===== config.mk =====
export PLATFORM = sky130hd
export DESIGN_NAME = fetch_unit
export DESIGN_NICKNAME = d
export VERILOG_FILES = /design/src/rtl/fetch_unit.sv
export SDC_FILE = /design/constraint.sdc
export NUM_CORES = 1
export LEC_CHECK = 0
export ABC_AREA = 0
export CORE_AREA = 2 2 85 128
export CTS_BUF_LIST = sky130_fd_sc_hd__clkbuf_4 sky130_fd_sc_hd__clkbuf_8
export DETAILED_ROUTE_END_ITERATION = 10
export DIE_AREA = 0 0 87 130
export GPL_ROUTABILITY_DRIVEN = 0
export GPL_TIMING_DRIVEN = 0
export PLACE_DENSITY = 0.86
export REMOVE_ABC_BUFFERS = 1
export SLEW_MARGIN = 15
export SYNTH_ARGS = -nofsm -noshare
export SYNTH_HDL_FRONTEND = slang
export SYNTH_SLANG_ARGS = --single-unit

===== constraint.sdc =====
create_clock -name clk -period 2.54 [get_ports clk]
set_input_delay 0.508 -clock clk [delete_from_list [all_inputs] [get_ports clk]]
set_output_delay 0.508 -clock clk [all_outputs]
set_load 0.02 [all_outputs]

===== src/rtl/fetch_unit.sv =====
// fetch_unit: instruction-fetch stage of the ARM single-cycle core.
// Owns the PC, fetches one instruction per req/ready + rvalid handshake,
// holds it for decode/control, and advances the PC when execute completes.
// Optional build macro: FETCH_PERF_CNT_EN adds the perf_retired/perf_stall counters.
module fetch_unit #(
    parameter int unsigned            ADDR_W   = 32,
    parameter logic [ADDR_W-1:0]      RESET_PC = '0
) (
    input  logic              clk,
    input  logic              reset,
    output logic              imem_req,
    output logic [ADDR_W-1:0] imem_addr,
    input  logic              imem_ready,
    input  logic              imem_rvalid,
    input  logic [31:0]       imem_rdata,
    output logic [31:0]       instr,
    output logic              instr_valid,
    output logic [ADDR_W-1:0] pc,
    output logic [ADDR_W-1:0] pc_plus8,
    input  logic              ex_done,
    input  logic              pcsrc,
    input  logic [ADDR_W-1:0] result
`ifdef FETCH_PERF_CNT_EN
    ,
    output logic [31:0]       perf_retired,
    output logic [31:0]       perf_stall
`endif
);

    typedef enum logic [1:0] {
        IDLE = 2'd0,
        REQ  = 2'd1,
        WAIT = 2'd2,
        EXEC = 2'd3
    } state_e;

    localparam logic [ADDR_W-1:0] PC_STEP4 = ADDR_W'(4);
    localparam logic [ADDR_W-1:0] PC_STEP8 = ADDR_W'(8);

    state_e            state_q, state_d;
    logic [ADDR_W-1:0] pc_q, pc_d;
    logic [31:0]       instr_q, instr_d;

    // Branch targets are word-aligned by dropping the low two bits.
    logic [1:0] unused_result_lsb;
    assign unused_result_lsb = result[1:0];

    // State, PC and instruction registers.
    always_ff @(posedge clk or posedge reset) begin
        if (reset) begin
            state_q <= IDLE;
            pc_q    <= RESET_PC;
            instr_q <= '0;
        end else begin
            state_q <= state_d;
            pc_q    <= pc_d;
            instr_q <= instr_d;
        end
    end

    // Fetch sequencing: request, wait for data, hold while executing, advance PC.
    always_comb begin
        state_d = state_q;
        pc_d    = pc_q;
        instr_d = instr_q;
        case (state_q)
            IDLE: state_d = REQ;
            REQ: begin
                if (imem_ready) begin
                    if (imem_rvalid) begin
                        instr_d = imem_rdata;
                        state_d = EXEC;
                    end else begin
                        state_d = WAIT;
                    end
                end
            end
            WAIT: begin
                if (imem_rvalid) begin
                    instr_d = imem_rdata;
                    state_d = EXEC;
                end
            end
            EXEC: begin
                if (ex_done) begin
                    pc_d    = pcsrc ? {result[ADDR_W-1:2], 2'b00} : pc_q + PC_STEP4;
                    state_d = REQ;
                end
            end
            default: state_d = IDLE;
        endcase
    end

    assign imem_req    = (state_q == REQ);
    assign imem_addr   = pc_q;
    assign instr       = instr_q;
    assign instr_valid = (state_q == EXEC);
    assign pc          = pc_q;
    assign pc_plus8    = pc_q + PC_STEP8;

`ifdef FETCH_PERF_CNT_EN
    logic [31:0] retired_q, stall_q;

    // Retired-instruction and fetch-stall counters, free-running with wrap.
    always_ff @(posedge clk or posedge reset) begin
        if (reset) begin
            retired_q <= '0;
            stall_q   <= '0;
        end else begin
            if (state_q == EXEC && ex_done) begin
                retired_q <= retired_q + 32'd1;
            end
            if (state_q == REQ || state_q == WAIT) begin
                stall_q <= stall_q + 32'd1;
            end
        end
    end

    assign perf_retired = retired_q;
    assign perf_stall   = stall_q;
`else
    // Performance counters not built.
`endif

endmodule


# Word level (Yosys, flattened, before mapping)
# Index checks and enable logic that the tools add are counted.
[totals]
reg_bits = 66
input_bits = 70
[op_classes]
add_sub_neg = 2
eq_ne = 6
mux = 9
n_reduce_logical = 5
[ops]
columns = ["op", "n"]
rows = [
  ["$mux 32", 3],
  ["$pmux 32 s2", 1],
  ["$add 32x3->32 const B", 1],
  ["$add 32x4->32 const B", 1],
  ["$pmux 2 s4", 1],
  ["$mux 2", 3],
  ["$eq 2x2->1 const B", 2],
  ["$ne 2x1->1 const B", 2],
  ["$reduce_and 2->1", 2],
  ["$reduce_and 3->1", 1],
  ["$eq 2x1->1 const B", 1],
  ["$logic_not 2->1", 1],
  ["$ne 2x2->1 const B", 1],
  ["$reduce_bool 2->1", 1],
  ["$mux 1", 1],
]

# Longest topological paths before layout
[logic_depth]
word_depth = 3
mapped_depth = 7
depth_no_buf = 6

# Least setup slack after synthesis
# OpenSTA, ideal clock, no wires.
[synth_path]
path_kind = "reg2out"
from = "reg pc_q[14] (netlist: imem_addr[14])"
to = "out pc_plus8[30]"
arrival_time_ns = 2.122
path_slack_ns = -0.090
stages_incl_launch_ff = 7
n_path_buf = 2
path_cell_list = "dfrtp_1 -> clkbuf_8 -> nand4_4 -> or4_4 -> buf_6 -> nor4_1 -> xor2_1"
[synth_between]
elab_chain_cells = 1
[synth_lines]
columns = ["item", "line", "rtl"]
rows = [
  ["from (decl)", "41", "logic [ADDR_W-1:0] pc_q, pc_d;"],
  ["from (signal assigned)", "56", "pc_q <= pc_d;"],
  ["$add 32x4->32", "99", "assign pc_plus8 = pc_q + PC_STEP8;"],
  ["to (decl)", "19", "output logic [ADDR_W-1:0] pc_plus8,"],
]
# No other way between the ends.

# Worst setup path after layout
[layout_path]
from = "reg pc_q[12] (netlist: imem_addr[12])"
to = "out pc_plus8[29]"
# The elaborated chain is that of the path after synthesis.

==> impl_metrics.py <==
metrics = {
    "outcome": {
        "status": "finished, violations left",
        "violations": "setup timing",
    },
    "power": {
        "p_leak_nw": 2.89,
        "cellPowerDensity_nw_per_um2": 1380,
        "p_sw_w": 0.00420,
        "p_int_w": 0.00538,
        "power_frac_clock": 0.135,
        "p_seq_frac": 0.224,
        "irDropWorstVdd_mv": 0.844,
        "swShare": 0.439,
        "combinationalPowerShare": 0.641,
    },
    "critical_path": {
        "worstSetupStartpointType": "flop",
        "critPathCaptureType": "primary output",
        "critPathArrivalTime_ps": 2210,
        "cpMaxStageDelayCell": "dfrtp_2",
        "critical_path.max_stage_delay_ps": 420,
        "required_ps": 2030,
        "cp_cell_sequence": "buf_6 > nand4_1 > nor3_4 > nand3_1 > xnor2_1 > clkdlybuf4s15_2",
        "path_class": "reg -> out",
        "path_max_fanout": 5,
    },
    "cells_and_area": {
        "areaGrowthSynthToFinish_pct": 62.1,
        "drive_above_1_share": 0.296,
        "multi_input_area_sq_um": 2360,
        "layout_commonest_cell": "clkdlybuf4s50_1",
        "final_nets": 744,
        "n_fill_cell": 744,
        "mostFrequentLayoutCells": "clkdlybuf4s50_1 (166), buf_4 (71), dfrtp_1 (39), mux2_2 (33), nand2_1 (27)",
        "register_area_sq_um": 1630,
        "design_area_sq_um": 6950,
        "antennaDiodeCount": 0,
    },
    "hold_path": {
        "hp-class": "in -> async",
    },
    "route": {
        "viasPerCell": 6.02,
        "wirelength_um": 16400,
        "first_iter_violations": 407,
        "drc": 0,
        "dr.pass1.iters": 5,
        "via_count": 4772,
        "wl_per_cell_um": 20.7,
        "ant_nets": 0,
    },
    "placement": {
        "place_area_sq_um": 5930,
        "port_buffers": 191,
        "dpl.hpwl_um": 9780,
    },
    "cts": {
        "cts_tree": "built",
        "cts_root_buf": "clkbuf_8",
        "worstSkewPairLatency_ps": 360,
        "clock_path_buffers": 2,
        "clock-sinks": 64,
        "h-tree-depth": 3,
        "cts_buffers": 9,
        "cts.clk_slew.worst_paths_ps": 80,
    },
    "yosys": {
        "synth.yosys.seq_area_share": 0.373,
        "synth-main-ff-cell": "dfrtp_1",
        "yosys_warnings": 0,
        "async_reset_ff_frac": 1.00,
        "yosysUniqueCellTypes": 57,
        "synthCells": 463,
        "synth-seq-cells": 64,
        "synth-edff-count": 0,
        "syn_area_sq_um": 4290,
        "syn_area_per_cell_sq_um": 9.26,
    },
    "global_routing": {
        "grt_pass1_wl_um": 23100,
        "grt_start_max_net_pins": 52,
        "grt_overflow": 0,
        "grt_usage": 0.263,
        "antenna_found_initial": 0,
        "grt_pass1_vias": 4675,
    },
    "timing": {
        "setup_tns_ps": -1100,
        "rsz0062_at_grt": "yes",
        "hold_viol": 0,
        "slew_violations": 0,
        "fin_skew_ps": 9.00,
        "fmax_mhz": 367,
        "worst_hold_slack_ps": 497,
        "fin_crit_ps": 2720,
        "slew-limit-headroom": 0.428,
        "finalCritPeriodShare": 1.07,
        "fin_ws_ps": -182,
        "setup_violations": 12,
        "tightest_slew_ps": 850,
    },
    "job": {
        "cap_viol_max_count": 0,
    },
    "floorplan": {
        "io_pins": 200,
        "initial_core_util": 0.416,
        "num_rows": 46,
        "die_width_um": 87,
        "core_area_sq_um": 10300,
        "fp.dieArea_sq_um": 11300,
        "die_h_um": 130,
    },
}
-- final timing paths --
kind	slack, ps	depth (start not counted)	to	startpoint
worst max-delay path	-180	6	pc_plus8[29]	imem_addr[12]$_DFFE_PP0N_
worst min register to register	510	1	instr[7]$_DFFE_PP0P_	instr[7]$_DFFE_PP0P_
max in group asynchronous	1480	3	imem_addr[6]$_DFFE_PP0N_	reset
worst min-delay path	500	2	instr[11]$_DFFE_PP0P_	reset
worst max register to register	120	7	imem_addr[30]$_DFFE_PP0N_	imem_addr[17]$_DFFE_PP0N_
min in group clk	510	1	instr[7]$_DFFE_PP0P_	instr[7]$_DFFE_PP0P_
-- worst max-delay path: cells and delay by family (launching register included) --
family,cells,cell delay [ps]
AND/OR/NAND/NOR,3,810
buffers and inverters,2,430
flip-flops,1,420
XOR/XNOR,1,180
-- routing by layer --
metal,global-route usage,vias up,share of wire,wire (um)
li1,-,2046,-,-
met5,0,-,0,0
met1,0.276,2209,0.35,5670
met2,0.465,415,0.49,8070
met4,0.169,0,0.063,1030
met3,0.0607,102,0.099,1620
-- power groups by stage --
stage	registers, W	logic, W	clock network [W]
2_1_floorplan	0.00309	0.00172	0
3_3_place_gp	0.00235	0.00492	0
3_5_place_dp	0.00240	0.00504	0
4_1_cts	0.00211	0.00582	0.00130
5_1_grt	0.00220	0.00645	0.00135
6_report	0.00215	0.00614	0.00130
-- repair_timing --
| action | in CTS | in global routing |
|---|---|---|
| hold buffers | 0 | 0 |
| pin swaps | 10 | 15 |
| resized for setup | 128 | 34 |
| buffers inserted | 49 | 19 |
| setup endpoints to repair | 27 | 36 |
| cloned | 0 | 0 |
-- cell type report --
cell class                 count  share of cell area
inverter                      12             0.00684
clock buffer                   9              0.0178
tap                          120              0.0216
clock inverter                 7              0.0241
sequential                    64               0.235
multi-input combinational    318               0.339
timing repair buffer         263               0.355
-- synth_stat cells, types with 9 or more instances --
library cell / count / area share
xor2_1: 11 / 0.022
nor3_1: 20 / 0.023
dfrtp_1: 64 / 0.37
xnor2_1: 16 / 0.033
o21ai_0: 22 / 0.026
buf_4: 40 / 0.070
mux2_2: 33 / 0.087
nand2_1: 28 / 0.025
nor2_1: 24 / 0.021
nand3_1: 27 / 0.032
a21oi_1: 16 / 0.019
inv_1: 11 / 0.0096
clkbuf_1: 20 / 0.018
and3_1: 9 / 0.013
nand4_1: 15 / 0.022
-- kinds of logic after synthesis --
group / synth area share
buf+inv: 0.127
other cells: 0.000874
fa+ha+maj: 0.0175
compound gates: 0.127
xor+xnor: 0.0551
simple gates: 0.205
mux: 0.0936
flops: 0.373
-- through the flow --
| step | cells | utilization | worst slack, ps | power, W |
|---|---|---|---|---|
| CTS | 774 | 0.653 | -168 | 0.00923 |
| global route | 793 | 0.675 | -228 | 0.0100 |
| global placement | 705 | 0.570 | -1880 | 0.00727 |
| detailed placement | 709 | 0.575 | -927 | 0.00744 |
| finish | 793 | 0.675 | -182 | 0.00958 |
| floorplan | 394 | - | -1080 | 0.00481 |
-- flip-flops by register name (all words and copies together), names as in the netlist --
| name | cells |
|---|---|
| instr | 32 |
| imem_addr | 30 |
| state_q | 2 |
Note: power is estimated with default switching activity, not from simulation.
